### config.mk
export PLATFORM = sky130hd
export DESIGN_NAME = roach_rst_sequencer
export DESIGN_NICKNAME = d
export VERILOG_FILES = /design/src/rtl/roach_rst_seq_pkg.sv /design/src/rtl/roach_rst_seq_sync.sv /design/src/rtl/roach_rst_sequencer.sv
export SDC_FILE = /design/constraint.sdc
export NUM_CORES = 1
export LEC_CHECK = 0
export CAP_MARGIN = 30
export CORE_MARGIN = 3
export CORE_UTILIZATION = 35
export DETAILED_ROUTE_END_ITERATION = 8
export HOLD_SLACK_MARGIN = 0.12
export PLACE_DENSITY_LB_ADDON = 0.2
export SKIP_CTS_REPAIR_TIMING = 1
export SLEW_MARGIN = 40
export SYNTH_ARGS = -nofsm -noshare
export SYNTH_HDL_FRONTEND = slang
export SYNTH_SLANG_ARGS = --single-unit
export TNS_END_PERCENT = 5
### constraint.sdc
create_clock -name sys_clk -period 2.4 [get_ports sys_clk]
set_input_delay 0.36 -clock sys_clk [delete_from_list [all_inputs] [get_ports sys_clk]]
set_output_delay 0.36 -clock sys_clk [all_outputs]
set_load 0.02 [all_outputs]
### src/rtl/roach_rst_seq_pkg.sv
// Shared state encoding, widths and small helpers for the ROACH reset sequencer.
package roach_rst_seq_pkg;

    localparam int LOCK_LOSS_CNT_W = 16;
    localparam int RETRY_CNT_W     = 4;

    typedef enum logic [2:0] {
        ST_IDLE        = 3'd0,
        ST_WAIT_LOCK   = 3'd1,
        ST_LOCK_STABLE = 3'd2,
        ST_IDLY_RST    = 3'd3,
        ST_WAIT_RDY    = 3'd4,
        ST_HOLD        = 3'd5,
        ST_RUN         = 3'd6,
        ST_FAULT       = 3'd7
    } state_t;

    function automatic int max4(input int a, input int b, input int c, input int d);
        int m;
        m = a;
        if (b > m) m = b;
        if (c > m) m = c;
        if (d > m) m = d;
        return m;
    endfunction

    // IDELAYCTRL is held in reset until lock is confirmed, then pulsed once per attempt.
    function automatic logic idelay_rst_of(input state_t s);
        return (s == ST_IDLE) || (s == ST_WAIT_LOCK) || (s == ST_IDLY_RST);
    endfunction

endpackage

### src/rtl/roach_rst_seq_sync.sv
// Per-bit two-flop synchroniser with asynchronous active-low clear.
module roach_rst_seq_sync #(
    parameter int WIDTH = 1
) (
    input  logic             i_clk,
    input  logic             i_rst_n,
    input  logic [WIDTH-1:0] i_d,
    output logic [WIDTH-1:0] o_q
);

    genvar gi;
    generate
        for (gi = 0; gi < WIDTH; gi++) begin : g_bit
            logic [1:0] r_chain;
            always_ff @(posedge i_clk or negedge i_rst_n) begin
                if (!i_rst_n) r_chain <= 2'b00;
                else          r_chain <= {r_chain[0], i_d[gi]};
            end
            assign o_q[gi] = r_chain[1];
        end
    endgenerate

endmodule

### src/rtl/roach_rst_sequencer.sv
// Clock/IDELAY bring-up sequencer: waits for stable lock, pulses idelay_rst, then releases user_rst.
// Optional saturating lock-loss counter enabled by ROACH_RST_SEQ_LOCK_LOSS_CNT_EN.
module roach_rst_sequencer
    import roach_rst_seq_pkg::*;
#(
    parameter int LOCK_STABLE_CYCLES = 1024,
    parameter int IDELAY_RST_CYCLES  = 64,
    parameter int RDY_TIMEOUT        = 4096,
    parameter int MAX_RETRY          = 3,
    parameter int USER_RST_HOLD      = 16
) (
    input  logic                       sys_clk,
    input  logic                       rst_n,
    input  logic                       sys_clk_lock,
    input  logic                       op_power_on_rst,
    input  logic                       idelay_rdy,
    input  logic                       clear_fault,
    output logic                       idelay_rst,
    output logic                       user_rst,
    output logic                       ready,
    output logic                       fault,
    output logic [2:0]                 state,
    output logic [RETRY_CNT_W-1:0]     retry_cnt,
    output logic [LOCK_LOSS_CNT_W-1:0] lock_loss_cnt
);

    localparam int CNT_MAX = max4(LOCK_STABLE_CYCLES, IDELAY_RST_CYCLES, RDY_TIMEOUT, USER_RST_HOLD);
    localparam int CNT_W   = $clog2(CNT_MAX + 1);

    localparam logic [CNT_W-1:0]       LS_LAST   = CNT_W'(LOCK_STABLE_CYCLES - 1);
    localparam logic [CNT_W-1:0]       IR_LAST   = CNT_W'(IDELAY_RST_CYCLES - 1);
    localparam logic [CNT_W-1:0]       TO_LAST   = CNT_W'(RDY_TIMEOUT - 1);
    localparam logic [CNT_W-1:0]       HOLD_LAST = CNT_W'(USER_RST_HOLD - 1);
    localparam logic [RETRY_CNT_W-1:0] RETRY_LIM = RETRY_CNT_W'(MAX_RETRY);

    logic [2:0]             w_sync;
    logic                   w_lock;
    logic                   w_por;
    logic                   w_rdy;
    logic                   w_in_bringup;
    logic                   w_abort;
    state_t                 w_state_next;
    logic [CNT_W-1:0]       w_cnt_next;
    logic [RETRY_CNT_W-1:0] w_retry_next;

    state_t                 r_state;
    logic [CNT_W-1:0]       r_cnt;
    logic [RETRY_CNT_W-1:0] r_retry_cnt;
    logic                   r_idelay_rst;
    logic                   r_user_rst;
    logic                   r_ready;
    logic                   r_fault;

    roach_rst_seq_sync #(
        .WIDTH (3)
    ) u_sync (
        .i_clk   (sys_clk),
        .i_rst_n (rst_n),
        .i_d     ({idelay_rdy, op_power_on_rst, sys_clk_lock}),
        .o_q     (w_sync)
    );

    assign w_lock = w_sync[0];
    assign w_por  = w_sync[1];
    assign w_rdy  = w_sync[2];

    // Lock loss / POR outranks every in-progress count from LOCK_STABLE through RUN; FAULT is sticky.
    assign w_in_bringup = (r_state >= ST_LOCK_STABLE) && (r_state <= ST_RUN);
    assign w_abort      = w_in_bringup && (!w_lock || w_por);

    always_comb begin
        w_state_next = r_state;
        w_cnt_next   = r_cnt;
        w_retry_next = r_retry_cnt;
        if (w_abort) begin
            w_state_next = ST_WAIT_LOCK;
            w_cnt_next   = '0;
        end else begin
            case (r_state)
                ST_IDLE: w_state_next = ST_WAIT_LOCK;
                ST_WAIT_LOCK: begin
                    if (w_lock && !w_por) begin
                        w_state_next = ST_LOCK_STABLE;
                        w_cnt_next   = '0;
                    end
                end
                ST_LOCK_STABLE: begin
                    if (r_cnt == LS_LAST) begin
                        w_state_next = ST_IDLY_RST;
                        w_cnt_next   = '0;
                    end else begin
                        w_cnt_next = r_cnt + 1'b1;
                    end
                end
                ST_IDLY_RST: begin
                    if (r_cnt == IR_LAST) begin
                        w_state_next = ST_WAIT_RDY;
                        w_cnt_next   = '0;
                    end else begin
                        w_cnt_next = r_cnt + 1'b1;
                    end
                end
                ST_WAIT_RDY: begin
                    if (w_rdy) begin
                        w_state_next = ST_HOLD;
                        w_cnt_next   = '0;
                    end else if (r_cnt == TO_LAST) begin
                        w_cnt_next = '0;
                        if (r_retry_cnt < RETRY_LIM) begin
                            w_retry_next = r_retry_cnt + 1'b1;
                            w_state_next = ST_IDLY_RST;
                        end else begin
                            w_state_next = ST_FAULT;
                        end
                    end else begin
                        w_cnt_next = r_cnt + 1'b1;
                    end
                end
                ST_HOLD: begin
                    if (r_cnt == HOLD_LAST) begin
                        w_state_next = ST_RUN;
                        w_cnt_next   = '0;
                        w_retry_next = '0;
                    end else begin
                        w_cnt_next = r_cnt + 1'b1;
                    end
                end
                ST_RUN: w_state_next = ST_RUN;
                ST_FAULT: begin
                    if (clear_fault) begin
                        w_state_next = ST_WAIT_LOCK;
                        w_cnt_next   = '0;
                        w_retry_next = '0;
                    end
                end
                default: w_state_next = ST_IDLE;
            endcase
        end
    end

    // Outputs are decoded from the next state so they change on the same edge as state.
    always_ff @(posedge sys_clk or negedge rst_n) begin
        if (!rst_n) begin
            r_state      <= ST_IDLE;
            r_cnt        <= '0;
            r_retry_cnt  <= '0;
            r_idelay_rst <= 1'b1;
            r_user_rst   <= 1'b1;
            r_ready      <= 1'b0;
            r_fault      <= 1'b0;
        end else begin
            r_state      <= w_state_next;
            r_cnt        <= w_cnt_next;
            r_retry_cnt  <= w_retry_next;
            r_idelay_rst <= idelay_rst_of(w_state_next);
            r_user_rst   <= (w_state_next != ST_RUN);
            r_ready      <= (w_state_next == ST_RUN);
            r_fault      <= (w_state_next == ST_FAULT);
        end
    end

    assign state      = r_state;
    assign retry_cnt  = r_retry_cnt;
    assign idelay_rst = r_idelay_rst;
    assign user_rst   = r_user_rst;
    assign ready      = r_ready;
    assign fault      = r_fault;

`ifdef ROACH_RST_SEQ_LOCK_LOSS_CNT_EN
    logic [LOCK_LOSS_CNT_W-1:0] r_lock_loss_cnt;

    always_ff @(posedge sys_clk or negedge rst_n) begin
        if (!rst_n) begin
            r_lock_loss_cnt <= '0;
        end else if (w_in_bringup && !w_lock && (r_lock_loss_cnt != '1)) begin
            r_lock_loss_cnt <= r_lock_loss_cnt + 1'b1;
        end
    end

    assign lock_loss_cnt = r_lock_loss_cnt;
`else
    assign lock_loss_cnt = '0;
`endif

endmodule

=== Yosys cells after proc, flatten, opt, wreduce, memory -nomap -nowiden ===
Index checks and enable logic that the tools add are counted.

* Flip-flop bits (word level): 30
* Input bits: 6
* Logic and storage cells: 78

* Add/subtract/negate cells: 2
* $lt $le $gt $ge: 3
* Equal/unequal tests: 23
* Multiplexer cells: 25
* Bitwise operators: 1
* Reductions and logical operators: 14

{| class="wikitable"
|+ Operators with widths
! cell !! number
|-
| $mux 13 || 8
|-
| $pmux 13 s6 || 1
|-
| $mux 3 || 9
|-
| $pmux 3 s8 || 1
|-
| $mux 4 || 5
|-
| $eq 3x3->1 const B || 6
|-
| $add 13x1->13 const B || 1
|-
| $eq 13x10->1 const B || 1
|-
| $eq 13x12->1 const B || 1
|-
| $eq 13x4->1 const B || 1
|-
| $eq 13x6->1 const B || 1
|-
| $pmux 4 s3 || 1
|-
| $ne 2x2->1 const B || 5
|-
| $eq 3x2->1 const B || 3
|-
| $ne 3x3->1 const B || 3
|-
| $reduce_and 7->1 || 1
|-
| $reduce_bool 7->1 || 1
|-
| $eq 3x1->1 const B || 2
|-
| $logic_not 3->1 || 2
|-
| $add 4x1->4 const B || 1
|-
| $lt 4x2->1 const B || 1
|-
| $ge 3x2->1 const B || 1
|-
| $le 3x3->1 const B || 1
|-
| $logic_and 1x1->1 || 3
|-
| other kinds (5) || 8
|}

=== Depth between registers and ports, before layout ===
* Word-level depth: 9
* Mapped depth: 10

=== By module ===
Synthesis repeated with hierarchy kept, for this count alone.

* Cells, all modules: 193
* Area total of the unflattened synthesis: 1853.0 um^2

{| class="wikitable"
|+ Modules (own cells, without submodules)
! module !! instances !! cells each !! area an instance (um^2) !! seq. area each (um^2)
|-
| roach_rst_sequencer || 1 || 184 || 1680.4 || 603.1
|-
| roach_rst_seq_sync || 1 || 9 || 172.7 || 150.1
|}

=== Worst setup path after synthesis ===
No wires, ideal clock.

* Kind: register to register
* Start point: register r_state[1] (netlist: state[1])
* End point: register r_ready (netlist: ready)
* Arrival: 2.080 ns
* Data required time: 2.279 ns
* Setup slack: 0.199 ns
* Stages on the path, launching flop included: 8
* Period minus slack after synthesis: 2.201 ns
* Cell sequence: dfrtp_1 -> clkbuf_1 -> inv_1 -> ha_1 -> o41ai_1 -> a31o_2 -> inv_1 -> and4b_1

* Word-level cells in the longest chain between the ends: 5
* Elaborated cells on any way between the ends: 22
* Those cells by class: order compare: 2; eq/ne: 8; mux: 9; reduce/logical: 3

{| class="wikitable"
|+ RTL lines
! item !! line !! text
|-
| start: declaration || roach_rst_sequencer.sv:46 || <nowiki>state_t r_state;</nowiki>
|-
| start signal: assignment || roach_rst_sequencer.sv:152 || <nowiki>r_state <= w_state_next;</nowiki>
|-
| $mux 3 (tied with other cells) || roach_rst_sequencer.sv:107 || <nowiki>end else if (r_cnt == TO_LAST) begin</nowiki>
|-
| $mux 3 / $logic_and 1x1->1 (equally long branches) || roach_rst_sequencer.sv:104, roach_rst_sequencer.sv:68 ||
|-
| $pmux 3 s8 / $logic_and 1x1->1 (equally long branches) || roach_rst_sequencer.sv:79, roach_rst_sequencer.sv:69 ||
|-
| $mux 3 * || roach_rst_sequencer.sv:75 || <nowiki>if (w_abort) begin</nowiki>
|-
| named net w_state_next[1] || roach_rst_sequencer.sv:42 || <nowiki>state_t w_state_next;</nowiki>
|-
| $eq 3x3->1 * || roach_rst_sequencer.sv:157 || <nowiki>r_ready <= (w_state_next == ST_RUN);</nowiki>
|-
| end signal: assignment || roach_rst_sequencer.sv:157 ||
|-
| end: declaration || roach_rst_sequencer.sv:51 || <nowiki>logic r_ready;</nowiki>
|}

Mark *: on every way through the listed nets, which the timed path passes. The rest lies on a longest branch.
A chain may end at the register's enable or synchronous reset.

=== Worst setup path in the final report ===
* Start point: register r_cnt[0]
* End point: register r_cnt[11]

* Word-level cells in the longest chain between the ends: 5
* Elaborated cells on any way between the ends: 12
* Those cells by class: add/sub: 1; eq/ne: 4; mux: 7

{| class="wikitable"
|+ RTL lines
! item !! line !! text
|-
| start: declaration || roach_rst_sequencer.sv:47 || <nowiki>logic [CNT_W-1:0] r_cnt;</nowiki>
|-
| start signal: assignment || roach_rst_sequencer.sv:153 || <nowiki>r_cnt <= w_cnt_next;</nowiki>
|-
| $add 13x1->13 / $eq 13x12->1 (equally long branches) || -- ||
|-
| $mux 13 || roach_rst_sequencer.sv:107 ||
|-
| $mux 13 || roach_rst_sequencer.sv:104 || <nowiki>if (w_rdy) begin</nowiki>
|-
| $pmux 13 s6 * || roach_rst_sequencer.sv:79 || <nowiki>case (r_state)</nowiki>
|-
| $mux 13 * || roach_rst_sequencer.sv:75 ||
|}

Mark *: on every way between the ends. The rest lies on a longest branch, timed or not.

==> flow_summary.ini <==
[run_status]
status = completed

[power]
sequentialPowerShare_pct = 39.8
clock_power_share_pct = 29.0
combPwrFrac_pct = 31.3
p_leak_nw = 1.02
p_int_mw = 0.948
switching_share_pct = 35.6
ir_drop_v = 0.000367
p_per_area_nw_per_um2 = 626
p_sw_mw = 0.523
finalPower_mw = 1.47

[cts]
clkSinkCount = 30
clockBufferDepth = 2
cts_max_level = 2
cts_buffers = 5
clk_latency_ps = 290
root_buffer = clkbuf_8
clkTransAtPathRegs_ps = 70
cts_tree = done

[layout]
drive_gt1_share_pct = 16.5
n_fill_cell = 524
area_delta_synth_final_pct = 19.9
utilization_pct = 44.6
fin_cells = 324
final_nets = 266
antenna_cells = 0

[sta]
layout_min_cycle_time_ps = 2270
min_period_over_period_pct = 94.4
tightest_slew_ps = 737
timing.slew.headroom_pct = 50.2
tns_ps = 0
finalMaxSlewViolations = 0
setup_viol = 0
fmax_ghz = 0.441
fin_hold_ws_ps = 348
rsz0062_at_grt = no
hold_violations = 0
fin_skew_ps = 8.31

[critical_path]
path_class = register to register
critical_path.cell_chain = ha_1, nand4_1, or4_1, a22o_1, o21ai_1, buf_4, o211ai_1
r2r_setup_slack_ps = 130
crit_family = simple AND/OR/NAND/NOR gates
cp-end-kind = register
rr_startpoint = r_cnt[0]
timing.rr.end = r_cnt[11]
critPathLaunchType = register
critical_path.max_fanout = 7
path_buf_inv = 1
crit_required_ps = 2560
max_stage_delay_ps = 570
reg2reg_depth = 7
worst_ep_arrival_time_ps = 2430
crit_slowest_cell = or4_1

[routing]
drt-vias-per-instance = 5.25
post-route-drc-count = 0
routedWlPerCell_um = 14.1
vias = 1700
detail-route-antenna-nets = 0
drtIter0Drc = 124
drt_wl_total_um = 4580
drtPass1Iterations = 4

[logic_synthesis]
yosys_warnings = 0
synth_area_per_cell_um2 = 8.83
synth_edf_count = 0
netlist_area_um2 = 1960
synthFlopType = dfrtp_1
synth_cell_type_count = 52
ys_async_sr_fraction_pct = 100
synth.most_common_cell = nand2_1
yosys.area.top_type_share_pct = 35.8
synth-seq-area-share_pct = 38.4
synth_cells = 222
ys_ff_latch = 30
synthTopCellsByArea = dfrtp_1 36%, buf_4 6.5%, nand2_1 6.3%
synth_top_cell_by_area = dfrtp_1
synth_common_cells = 33 x nand2_1, 28 x dfrtp_1, 17 x buf_4

[global_route]
grt-ovfl-total = 0
track_usage_pct = 15.0
grtUsageMet3_pct = 2.99
antenna_found_initial = 0
grt_pass1_vias = 1571
grt_pass1_wl_um = 7640
grtUsageMet1_pct = 21.3
grt_max_degree = 31
grtUsageMet2_pct = 22.5
grt-busiest-layer = met2

[hold_path]
hold_path_end = u_sync.g_bit[0].r_chain[1]
holdCritPathClass = register to register
hold_path_depth = 0
hp-start = u_sync.g_bit[0].r_chain[0]

[place]
port_buffers = 16
dpl.hpwl_um = 3430
globalplace.congestion = 0.868
dpl.cell_count = 316

[die]
row_count = 26
dieWidth_um = 80.8
core_um2 = 5270
io_pins = 33
die_h_um = 80.8
start_util_pct = 37.2
die-area_um2 = 6530

[run]
maxCapViolCount = 0
==> state kept, by name, indices dropped and copies added (netlist names) <==
signal and count:
ready 1, retry_cnt 4, idelay_rst 1, state 3, fault 1, u_sync.g_bit.r_chain 6, r_cnt 13, user_rst 1
==> power groups by stage <==
stage               combinational, mW  clock, mW  sequential (mW)
floorplan                       0.290          0            0.591
finish                          0.460      0.426            0.585
global route                    0.504      0.447            0.590
global placement                0.462          0            0.592
CTS                             0.456      0.435            0.583
detailed placement              0.455          0            0.593
==> stage by stage <==
step,setup slack (ps),instance area (um2)
after detailed placement,162,2260
after global routing,0.952,2350
after CTS,131,2350
after global placement,158,2260
after floorplan,199,2020
final,133,2350
==> cell usage in the layout (no fill, tap or decap), drive strengths merged, types with 2 or more instances in the layout <==
master and instances:
and3 6, o21ai 12, dfstp 2, dfrtp 28
nor2b 2, o211a 2, nand4 3, or4 7
mux2 2, a21oi 7, a211oi 2, inv 7
a31oi 3, clkbuf 7, clkdlybuf4s50 16, nor3 3
or3 6, nand2 33, or2 3, o211ai 14
nand3 7, buf 22, o31a 2, nor2 7
and4b 2, and2 3, nor4 4, ha 7
conb 16
==> worst max path at each step <==
stage	slack (ps)	start	depth (start not counted)	to
floorplan	200	state[1]	7	ready
global placement	160	r_cnt[6]	6	ready
detailed placement	160	r_cnt[0]	7	r_cnt[5]
CTS	130	r_cnt[0]	7	r_cnt[5]
global route	1	r_cnt[0]	7	r_cnt[9]
finish	130	r_cnt[0]	7	r_cnt[11]
==> cell type report <==
cell class                      count  area [um2]  area share, %
Clock inverter                      1        5.00          0.213
Inverter                            7        26.3           1.12
Sequential cell                    30         753           32.1
Timing Repair Buffer               38         338           14.4
Clock buffer                        7        86.3           3.67
Tap cell                           70        87.6           3.73
Multi-Input combinational cell    171        1050           44.8
==> cells by family after synthesis <==
family | after synthesis | share of synthesized area, %
AOI/OAI and AO/OA | 53 | 19.2
adders and majority gates | 7 | 4.47
buffers and inverters | 36 | 10.7
DFF | 30 | 38.4
and+or+nand+nor | 93 | 25.9
other | 1 | 0.191
muxes | 2 | 1.15
==> layer usage <==
layer	share of wire (%)	wire [um]
met5	0	0
met4	1.4	65
met3	5.2	237
met2	43	1970
met1	50	2300
Note: power is estimated with default switching activity, not from simulation.
